## config.mk

```make
export PLATFORM = sky130hd
export DESIGN_NAME = mem_port_arbiter_flat
export DESIGN_NICKNAME = d
export VERILOG_FILES = /design/src/rtl/mem_port_arbiter_if.sv /design/src/rtl/mem_port_arbiter.sv /design/src/flat_wrapper.sv
export SDC_FILE = /design/constraint.sdc
export NUM_CORES = 1
export LEC_CHECK = 0
export ABC_AREA = 1
export ABC_CLOCK_PERIOD_IN_PS = 3700
export BUFFER_PORTS_ARGS = -buffer_cell sky130_fd_sc_hd__buf_2
export CORE_ASPECT_RATIO = 0.6
export CORE_MARGIN = 4
export CORE_UTILIZATION = 35
export CTS_BUF_LIST = sky130_fd_sc_hd__clkbuf_8
export DETAILED_ROUTE_END_ITERATION = 8
export PLACE_DENSITY = 0.61
export RECOVER_POWER = 50
export SLEW_MARGIN = 20
export SYNTH_ARGS = -nofsm -noshare
export SYNTH_HDL_FRONTEND = slang
export SYNTH_SLANG_ARGS = --single-unit
```

## constraint.sdc

```tcl
create_clock -name clk -period 3.7 [get_ports clk]
set_input_delay 1.11 -clock clk [delete_from_list [all_inputs] [get_ports clk]]
set_output_delay 1.11 -clock clk [all_outputs]
set_load 0.01 [all_outputs]
```

## src/rtl/mem_port_arbiter_if.sv

```systemverilog
// mem_port_arbiter_if: signal bundle between the core's fetch/data ports, the
// arbiter and the unified memory.
//   fetch  : if_req, if_addr in; if_rdata, if_ready out
//   data   : d_rd, d_wr, d_addr, d_wdata, d_funct3 in; d_rdata, d_ready out
//   status : err out (timed-out access, coincident with ready)
//   memory : mem_en, mem_we, mem_addr, mem_wdata, mem_size out; mem_rdata, mem_ack in
// master is the arbiter's view, slave the view of the core and memory around it.
interface mem_port_arbiter_if;
    logic        if_req;
    logic [31:0] if_addr;
    logic [31:0] if_rdata;
    logic        if_ready;
    logic        d_rd;
    logic        d_wr;
    logic [31:0] d_addr;
    logic [31:0] d_wdata;
    logic [2:0]  d_funct3;
    logic [31:0] d_rdata;
    logic        d_ready;
    logic        err;
    logic        mem_en;
    logic        mem_we;
    logic [31:0] mem_addr;
    logic [31:0] mem_wdata;
    logic [2:0]  mem_size;
    logic [31:0] mem_rdata;
    logic        mem_ack;
    modport master (
        input  if_req, if_addr, d_rd, d_wr, d_addr, d_wdata, d_funct3, mem_rdata, mem_ack,
        output if_rdata, if_ready, d_rdata, d_ready, err, mem_en, mem_we, mem_addr, mem_wdata, mem_size
    );
    modport slave (
        output if_req, if_addr, d_rd, d_wr, d_addr, d_wdata, d_funct3, mem_rdata, mem_ack,
        input  if_rdata, if_ready, d_rdata, d_ready, err, mem_en, mem_we, mem_addr, mem_wdata, mem_size
    );
endinterface

```

## src/rtl/mem_port_arbiter.sv

```systemverilog
// mem_port_arbiter: shares one single-ported memory between instruction fetch
// and load/store, data first with bounded fetch starvation and an access timeout.
//   clk : rising-edge clock
//   rst : synchronous reset, active low
//   bus : mem_port_arbiter_if.master carrying fetch, data and memory signals
// Every output is registered; one access costs grant, busy (>=1 cycle), response.
module mem_port_arbiter #(
    parameter int MAX_D_BURST = 4,
    parameter int TIMEOUT     = 16
) (
    input logic               clk,
    input logic               rst,
    mem_port_arbiter_if.master bus
);
    localparam int BW = $clog2(MAX_D_BURST + 1);
    localparam int TW = TIMEOUT > 1 ? $clog2(TIMEOUT) : 1;

    typedef enum logic [1:0] {IDLE, BUSY_IF, BUSY_D, RESP} state_t;

    state_t        state, state_nx;
    logic [BW-1:0] bcnt;
    logic [TW-1:0] tcnt;
    logic          d_req, grant_d, grant_if, busy, expired, done, tout;

    always_comb begin
        d_req    = bus.d_rd | bus.d_wr;
        grant_d  = state == IDLE && d_req && (!bus.if_req || bcnt < BW'(MAX_D_BURST));
        grant_if = state == IDLE && !grant_d && bus.if_req;
        busy     = state == BUSY_IF || state == BUSY_D;
        expired  = tcnt == TW'(TIMEOUT - 1);
        done     = busy && (bus.mem_ack || expired);
        // an ack arriving on the last allowed cycle still counts as success
        tout     = busy && !bus.mem_ack && expired;
        state_nx = grant_d ? BUSY_D : grant_if ? BUSY_IF : done ? RESP : state == RESP ? IDLE : state;
    end

    always_ff @(posedge clk) begin
        if (!rst) state <= IDLE;
        else      state <= state_nx;
    end

    always_ff @(posedge clk) begin
        if (!rst) begin
            bus.if_rdata  <= '0;
            bus.d_rdata   <= '0;
            bus.if_ready  <= 1'b0;
            bus.d_ready   <= 1'b0;
            bus.err       <= 1'b0;
            bus.mem_en    <= 1'b0;
            bus.mem_we    <= 1'b0;
            bus.mem_addr  <= '0;
            bus.mem_wdata <= '0;
            bus.mem_size  <= '0;
            bcnt          <= '0;
            tcnt          <= '0;
        end else begin
            bus.if_ready <= done && state == BUSY_IF;
            bus.d_ready  <= done && state == BUSY_D;
            bus.err      <= tout;
            tcnt         <= busy && !done ? tcnt + 1'b1 : '0;
            if (grant_d || grant_if) begin
                bus.mem_en    <= 1'b1;
                bus.mem_we    <= grant_d && bus.d_wr;
                bus.mem_addr  <= grant_d ? bus.d_addr : bus.if_addr;
                bus.mem_wdata <= grant_d ? bus.d_wdata : '0;
                bus.mem_size  <= grant_d ? bus.d_funct3 : 3'b010;
                // only data wins taken over a waiting fetch count toward its starvation bound
                bcnt <= grant_d && bus.if_req ? (bcnt == BW'(MAX_D_BURST) ? bcnt : bcnt + 1'b1) : '0;
            end
            if (done) bus.mem_en <= 1'b0;
            if (done && state == BUSY_IF) bus.if_rdata <= tout ? '0 : bus.mem_rdata;
            // stores leave the last load value in place unless they time out
            if (done && state == BUSY_D && (tout || !bus.mem_we)) bus.d_rdata <= tout ? '0 : bus.mem_rdata;
        end
    end
endmodule

```

## src/flat_wrapper.sv

```systemverilog
// flat-port wrapper written by rule: the top's interface ports become plain ports
module mem_port_arbiter_flat 
#(
    parameter int MAX_D_BURST = 4,
    parameter int TIMEOUT     = 16
)
  (clk, rst, bus_if_req, bus_if_addr, bus_d_rd, bus_d_wr, bus_d_addr, bus_d_wdata, bus_d_funct3, bus_mem_rdata, bus_mem_ack, bus_if_rdata, bus_if_ready, bus_d_rdata, bus_d_ready, bus_err, bus_mem_en, bus_mem_we, bus_mem_addr, bus_mem_wdata, bus_mem_size);
  mem_port_arbiter_if bus_i ();
  input logic clk;
  input logic rst;
  input wire logic [$bits(bus_i.if_req)-1:0] bus_if_req;
  input wire logic [$bits(bus_i.if_addr)-1:0] bus_if_addr;
  input wire logic [$bits(bus_i.d_rd)-1:0] bus_d_rd;
  input wire logic [$bits(bus_i.d_wr)-1:0] bus_d_wr;
  input wire logic [$bits(bus_i.d_addr)-1:0] bus_d_addr;
  input wire logic [$bits(bus_i.d_wdata)-1:0] bus_d_wdata;
  input wire logic [$bits(bus_i.d_funct3)-1:0] bus_d_funct3;
  input wire logic [$bits(bus_i.mem_rdata)-1:0] bus_mem_rdata;
  input wire logic [$bits(bus_i.mem_ack)-1:0] bus_mem_ack;
  output wire logic [$bits(bus_i.if_rdata)-1:0] bus_if_rdata;
  output wire logic [$bits(bus_i.if_ready)-1:0] bus_if_ready;
  output wire logic [$bits(bus_i.d_rdata)-1:0] bus_d_rdata;
  output wire logic [$bits(bus_i.d_ready)-1:0] bus_d_ready;
  output wire logic [$bits(bus_i.err)-1:0] bus_err;
  output wire logic [$bits(bus_i.mem_en)-1:0] bus_mem_en;
  output wire logic [$bits(bus_i.mem_we)-1:0] bus_mem_we;
  output wire logic [$bits(bus_i.mem_addr)-1:0] bus_mem_addr;
  output wire logic [$bits(bus_i.mem_wdata)-1:0] bus_mem_wdata;
  output wire logic [$bits(bus_i.mem_size)-1:0] bus_mem_size;
  assign bus_i.if_req = bus_if_req;
  assign bus_i.if_addr = bus_if_addr;
  assign bus_i.d_rd = bus_d_rd;
  assign bus_i.d_wr = bus_d_wr;
  assign bus_i.d_addr = bus_d_addr;
  assign bus_i.d_wdata = bus_d_wdata;
  assign bus_i.d_funct3 = bus_d_funct3;
  assign bus_i.mem_rdata = bus_mem_rdata;
  assign bus_i.mem_ack = bus_mem_ack;
  assign bus_if_rdata = bus_i.if_rdata;
  assign bus_if_ready = bus_i.if_ready;
  assign bus_d_rdata = bus_i.d_rdata;
  assign bus_d_ready = bus_i.d_ready;
  assign bus_err = bus_i.err;
  assign bus_mem_en = bus_i.mem_en;
  assign bus_mem_we = bus_i.mem_we;
  assign bus_mem_addr = bus_i.mem_addr;
  assign bus_mem_wdata = bus_i.mem_wdata;
  assign bus_mem_size = bus_i.mem_size;
  mem_port_arbiter #(.MAX_D_BURST(MAX_D_BURST), .TIMEOUT(TIMEOUT)) u_core (.clk(clk), .rst(rst), .bus(bus_i));
endmodule
```

==> results of run 1 <==
[critical path: cells and delay by family]
family	cells	cell delay (ns)
AND/OR/NAND/NOR	4	0.36
buffers and inverters	4	1.41
AO/OA/AOI/OAI	1	0.19
[registers in the layout, summed over array words and instances (netlist names)]
register	flops
u_core.bus.err	1
u_core.bus.if_rdata	32
u_core.bus.mem_wdata	32
u_core.bus.if_ready	1
u_core.bus.mem_en	1
u_core.bus.d_rdata	32
u_core.tcnt	4
u_core.bus.mem_addr	32
u_core.state	2
u_core.bus.mem_size	3
u_core.bus.d_ready	1
u_core.bcnt	3
u_core.bus.mem_we	1
[cells by family after synthesis]
| family | count (synthesis) | share of synthesized area |
|---|---|---|
| buffers and inverters | 143 | 0.0960 |
| DFF | 145 | 0.478 |
| adders and majority gates | 7 | 0.0144 |
| xor gates and xnor gates | 2 | 0.00288 |
| and+or+nand+nor | 432 | 0.291 |
| AOI/OAI and AO/OA | 140 | 0.118 |
[final cells by class]
cell class	count	area [sq um]
timing repair buffer	288	1370
sequential	145	2900
multi-input combinational	581	2590
fill	1777	8760
inverter	81	304
clock inverter	13	145
clock buffer	19	262
tap	228	285
[cells in the final DEF (no fill, tap or decap), types with 2 or more instances in the layout]
cell        instances
a21oi_1            71
buf_2             177
buf_4              13
clkbuf_1           96
clkbuf_8           19
clkinvlp_4          4
dfxtp_1           145
ha_1                7
inv_1              79
inv_6               3
inv_8               3
nand2_1           209
nand3_1           105
nor2_1            111
nor2_2              3
o21ai_0            62
o21ai_1             3
xnor2_1             2
[layer usage]
layer  track usage  vias to the layer above  wire (um)
met2         0.288                      216       7980
li1              -                     3234          -
met1         0.262                     2713       9020
met3        0.0661                        6       1870
met4        0.0353                        0         51
met5             0                        -          0
[metrics by stage]
stage,instance area [sq um],instances,worst slack (ns)
6_report,7860,1355,0.955
2_1_floorplan,6080,869,1.66
3_5_place_dp,7590,1323,1.02
4_1_cts,8000,1355,1.50
3_3_place_gp,7590,1323,1.05
5_1_grt,7860,1355,0.655
[worst max path at each step]
stage | start | cells after the start | end | slack (ns)
global route | bus_mem_ack | 9 | u_core.bus.if_rdata[31] | 0.65
finish | bus_mem_ack | 9 | u_core.bus.if_rdata[31] | 0.95
CTS | bus_d_wr | 9 | u_core.bus.mem_addr[4] | 1.50
detailed placement | bus_d_wr | 9 | u_core.bus.mem_addr[11] | 1.02
global placement | bus_d_wr | 9 | u_core.bus.mem_addr[20] | 1.05
floorplan | bus_mem_ack | 8 | u_core.bus.if_rdata[10] | 1.66
[power by group through the flow]
stage | combinational (mW) | sequential (mW) | clock (mW)
global route | 1.47 | 1.94 | 1.38
CTS | 1.34 | 1.90 | 1.32
finish | 1.28 | 1.91 | 1.27
floorplan | 0.735 | 2.03 | 0
detailed placement | 1.34 | 1.93 | 0
global placement | 1.34 | 1.93 | 0
==> results by group, run 1 <==
Pwr
  • Clock Power Share: 0.284
  • VDD IR-drop max: 0.204 mV
  • Pleak: 3.98 nW
  • Sw Ratio: 0.366
  • Comb pwr share: 0.287
  • Design Power: 4.45 mW
  • Switching pwr: 1.63 mW
  • Pint: 2.82 mW
  • Pwr Density: 566 nW/um^2
  • Flop pwr share: 0.428

Finish
  • Layout cells sized above 1: 0.206
  • Core Util, Final: 0.473
  • Area Growth Syn to Fin: 29.4%
  • N_diodes: 0
  • Nets: 1258

Synthesis
  • Register bit count reported by yosys: 145
  • Synth area leaders: dfxtp_1 (48%), nand2_1 (13%), nand3_1 (8.6%), nor2_1 (6.9%), a21oi_1 (5.8%)
  • YS warnings: 0
  • Post-synth EDFFs: 0
  • Synth Cell Area: 6080 sq um
  • Sequential share of the synthesized area: 0.478
  • Count leader, synth: nand2_1
  • Synth Net Count: 1013
  • Unique masters post-synth: 22
  • Post-synth top flop: dfxtp_1
  • Area leader, netlist: dfxtp_1
  • Avg Cell Area, Syn: 6.99 sq um
  • Most common library cells after synthesis: nand2_1 (210), dfxtp_1 (145), nor2_1 (112), nand3_1 (105), inv_1 (80)
  • Synth Instances: 869
  • Ys async rst share: 0
  • Top cell type's share of synthesized area: 0.478

Floorplanning
  • Ports: 273
  • Core Area: 16600 sq um
  • Die area: 19600 sq um
  • Chip width: 178 um
  • Initial Util: 0.366
  • Row Count: 36
  • DIE HEIGHT: 110 um

Setup path
  • Worst setup EP type: register
  • Max Fanout on Critical Path: 33
  • Required time worst endpoint: 4.04 ns
  • Crit path arrival time: 3.08 ns
  • Slowest Stage Delay on Critical Path: 1.14 ns
  • RR Startpoint: u_core.state[1]
  • Setup slack, reg-to-reg: 1.04 ns
  • Setup CP Type: primary input to register
  • Worst setup SP type: primary input
  • Slowest-stage cell, CP: clkbuf_1
  • Worst R2R Path Depth: 8
  • Reg2reg end: u_core.bus.if_rdata[31]
  • Most used cell, CP: nand2_1
  • Cells along the critical path: clkbuf_1, inv_1, nand2_1, nand2_1, inv_1, nand2_1, clkbuf_1, nand2_1, a21oi_1

Clock network
  • PostCTS Resize Cnt: 0
  • TritonCTS clock tree: built
  • Total CTS buffers: 17
  • CTS Root Cell: clkbuf_8
  • Worst-Skew Late Latency: 0.43 ns
  • Reg clk slew, reported paths: 0.08 ns
  • CTS sink cnt: 145
  • CTS max path bufs: 2
  • Hold-fix buffers, CTS: 0
  • CTS H-tree depth: 4
  • Setup repair bufs after CTS: 0

STA
  • Hold Fails Final Rpt: 0
  • WHS: 0.447 ns
  • Worst slew pin tran: 1.60 ns
  • Final number of max-transition violations: 34
  • Max Clk Rate: 364 MHz
  • Final setup TNS: 0 ns
  • Tmin final: 2.75 ns
  • Final period util: 0.742
  • Clock Skew: 0.0125 ns
  • Worst rel slew slack: -0.0651
  • Final setup viols: 0
  • RSZ-0062 raised after global routing: false

Global routing
  • Grt ovf: 0
  • Pin count of the biggest net entering global routing: 65
  • Tot GR Track Use: 0.189
  • First-pass GRT wire length: 29700 um
  • Initial antenna violation count: 0
  • Number of global-route vias before repair: 5870

Hold path
  • Hold Startpoint: u_core.tcnt[0]
  • Hold endpoint: u_core.tcnt[0]
  • Hold path cells: 1
  • Min-Delay Path Class: register to register

Route
  • DRT Wirelength: 18900 um
  • First-pass detailed-route iteration total: 5
  • Vias/cell: 4.55
  • DRC: 0
  • DR iter-0 viols: 266
  • WL/cell: 14.0 um
  • Vias: 6169
  • DRT antenna net count: 0

Outcome
  • Failing checks: max-capacitance violations, max-slew violations
  • Outcome: complete, but fails checks

Placement
  • Port bufs: 272
  • Hpwl dp: 13400 um
  • Gpl congestion: 0.798

Flow run
  • Max-capacitance violation count: 1
No activity file was read; power rests on OpenSTA's default activity.
==> run 2, diff against run 1 <==
Settings changed: ABC_CLOCK_PERIOD_IN_PS 3700 to 2550.
Clock period 3.7 ns to 2.55 ns, I/O delays scaled along.
==> results by group, run 2 (synthesis gave the netlist of run 1 again) <==
Placement
  • Placed inst area: 7630 sq um (+0.49%)
  • Gpl congestion: 0.776 (-2.9%)
  • Hpwl dp: 13300 um (-1.3%)
  • Port bufs: 272 (unchanged)
  • DP Worst Slack: 0.537 ns (-0.484 ns)

STA
  • Worst slew pin tran: 0.685 ns (-0.913 ns)
  • RSZ-0062 raised after global routing: false
  • Clock Skew: 0.0179 ns (+0.00539 ns)
  • Final period util: 0.822
  • Hold Fails Final Rpt: 0 (unchanged)
  • WHS: 0.462 ns (+0.0151 ns)
  • Worst rel slew slack: 0.544 (+0.609)
  • Final number of max-transition violations: 0 (-100%)
  • Max Clk Rate: 477 MHz
  • Tmin final: 2.10 ns
  • Worst setup margin: 0.454 ns (-0.501 ns)
  • Final setup TNS: 0 ns (unchanged)
  • Final setup viols: 0 (unchanged)

Pwr
  • Pwr Density: 813 nW/um^2 (+44%)
  • VDD IR-drop max: 0.349 mV (+71%)
  • Pleak: 3.84 nW (-3.3%)

Hold path
  • Hold Startpoint: u_core.tcnt[0]
  • Hold endpoint: u_core.tcnt[0]
  • Min-Delay Path Class: register to register
  • Hold path cells: 1 (unchanged)

Global routing
  • Tot GR Track Use: 0.183 (-0.00584)
  • Number of global-route vias before repair: 5669 (-3.4%)
  • First-pass GRT wire length: 28900 um (-2.6%)
  • Grt ovf: 0 (unchanged)
  • Initial antenna violation count: 1 (+1)
  • Pin count of the biggest net entering global routing: 67 (+3.1%)

Route
  • DRT antenna net count: 0 (unchanged)
  • DRT Wirelength: 18500 um (-2.1%)
  • WL/cell: 13.7 um (-2.1%)
  • Max layer used: met5
  • DRC: 0 (unchanged)
  • DR iter-0 viols: 311 (+17%)
  • WL met1: 8660 um (-4.0%)
  • Metal3 WL: 1950 um (+4.0%)
  • Vias/cell: 4.56 (+0.21%)
  • Vias: 6182 (+0.21%)
  • Routed length on met2: 7780 um (-2.5%)
  • First-pass detailed-route iteration total: 5 (unchanged)

Setup path
  • Worst setup EP type: register
  • Required time worst endpoint: 2.90 ns (-1.14 ns)
  • Crit path arrival time: 2.45 ns (-0.63 ns)
  • RR Startpoint: u_core.state[1]
  • Max Fanout on Critical Path: 34 (+3.0%)
  • Worst R2R Path Depth: 6 (-2)
  • Setup slack, reg-to-reg: 0.45 ns (-0.59 ns)
  • Worst setup SP type: register
  • Setup CP Type: register to register
  • Reg2reg end: u_core.bus.mem_wdata[28]

Floorplanning
  • Chip width: 178 um (unchanged)
  • Initial Util: 0.366 (unchanged)
  • Core Area: 16600 sq um (unchanged)
  • Row Count: 36 (unchanged)
  • DIE HEIGHT: 110 um (unchanged)
  • Die area: 19600 sq um (unchanged)
  • Ports: 273 (unchanged)

Finish
  • Commonest non-fill, non-tap cell in the layout: nand2_1
  • Final Cell Area: 7830 sq um (-0.46%)
  • Nets: 1258 (unchanged)
  • Register area: 2900 sq um (unchanged)
  • N_diodes: 0 (unchanged)
  • Area Growth Syn to Fin: 28.8%
  • Fill count: 1803 (+1.5%)
  • Layout cells sized above 1: 0.177 (-0.0284)
  • Core Util, Final: 0.471 (-0.00218)
  • Multi-input gate area: 2600 sq um (+0.14%)
  • Most frequent cells in the layout: nand2_1 (209), dfxtp_1 (145), buf_2 (144)

Clock network
  • Total CTS buffers: 17 (unchanged)
  • CTS max path bufs: 2 (unchanged)
  • Setup repair bufs after CTS: 0 (unchanged)
  • CTS Root Cell: clkbuf_8
  • TritonCTS clock tree: built
  • Hold-fix buffers, CTS: 0 (unchanged)
  • Reg clk slew, reported paths: 0.09 ns (about the same)
  • CTS H-tree depth: 4 (unchanged)
  • PostCTS Resize Cnt: 0 (unchanged)
  • CTS sink cnt: 145 (unchanged)
  • Worst-Skew Late Latency: 0.43 ns (about the same)

Flow run
  • Max-capacitance violation count: 0 (-1)

Outcome
  • Outcome: complete, no violations
## run 2: layout make-up
class,count,share of cell area
clock buffer,19,0.0334
tap,228,0.0365
timing repair buffer,288,0.173
inverter,81,0.0388
sequential,145,0.371
clock inverter,13,0.0150
multi-input combinational,581,0.332
## run 2: where the power goes
part           switching, mW  leakage [nW]  internal, mW
Combinational           1.22          2.47         0.638
Sequential             0.168          1.19          2.60
Clock                  0.978         0.186         0.762
## run 2: how the worst max path moves through the flow
| stage | to | depth (start not counted) | slack [ns] | from |
|---|---|---|---|---|
| 2_1_floorplan | u_core.bus.if_rdata[10] | 8 | 0.85 | bus_mem_ack |
| 3_3_place_gp | u_core.bus.mem_addr[22] | 8 | 0.54 | bus_d_wr |
| 3_5_place_dp | u_core.bus.d_rdata[3] | 10 | 0.54 | bus_mem_ack |
| 4_1_cts | u_core.bus.d_rdata[31] | 10 | 0.65 | u_core.state[1] |
| 5_1_grt | u_core.bus.mem_wdata[28] | 6 | 0.23 | u_core.state[0] |
| 6_report | u_core.bus.mem_wdata[28] | 6 | 0.45 | u_core.state[1] |
## run 2: metal layers
metal / global-route usage / up-vias
li1: - / 3242
met4: 0.0386 / 2
met5: 0 / -
met1: 0.258 / 2699
met2: 0.272 / 225
met3: 0.0644 / 14
## run 2: critical path, stage by stage (launching register included)
cell and delay, ns:
dfxtp_1 0.38, inv_1 0.08, ha_1 0.23, o21ai_1 0.35
clkbuf_2 0.65, nand3_1 0.14, a21oi_1 0.18
## run 2: through the flow
stage          power (mW)  cells
2_1_floorplan        4.02    869
3_3_place_gp         4.77   1323
3_5_place_dp         4.78   1323
4_1_cts              6.54   1355
5_1_grt              6.85   1355
6_report             6.36   1355
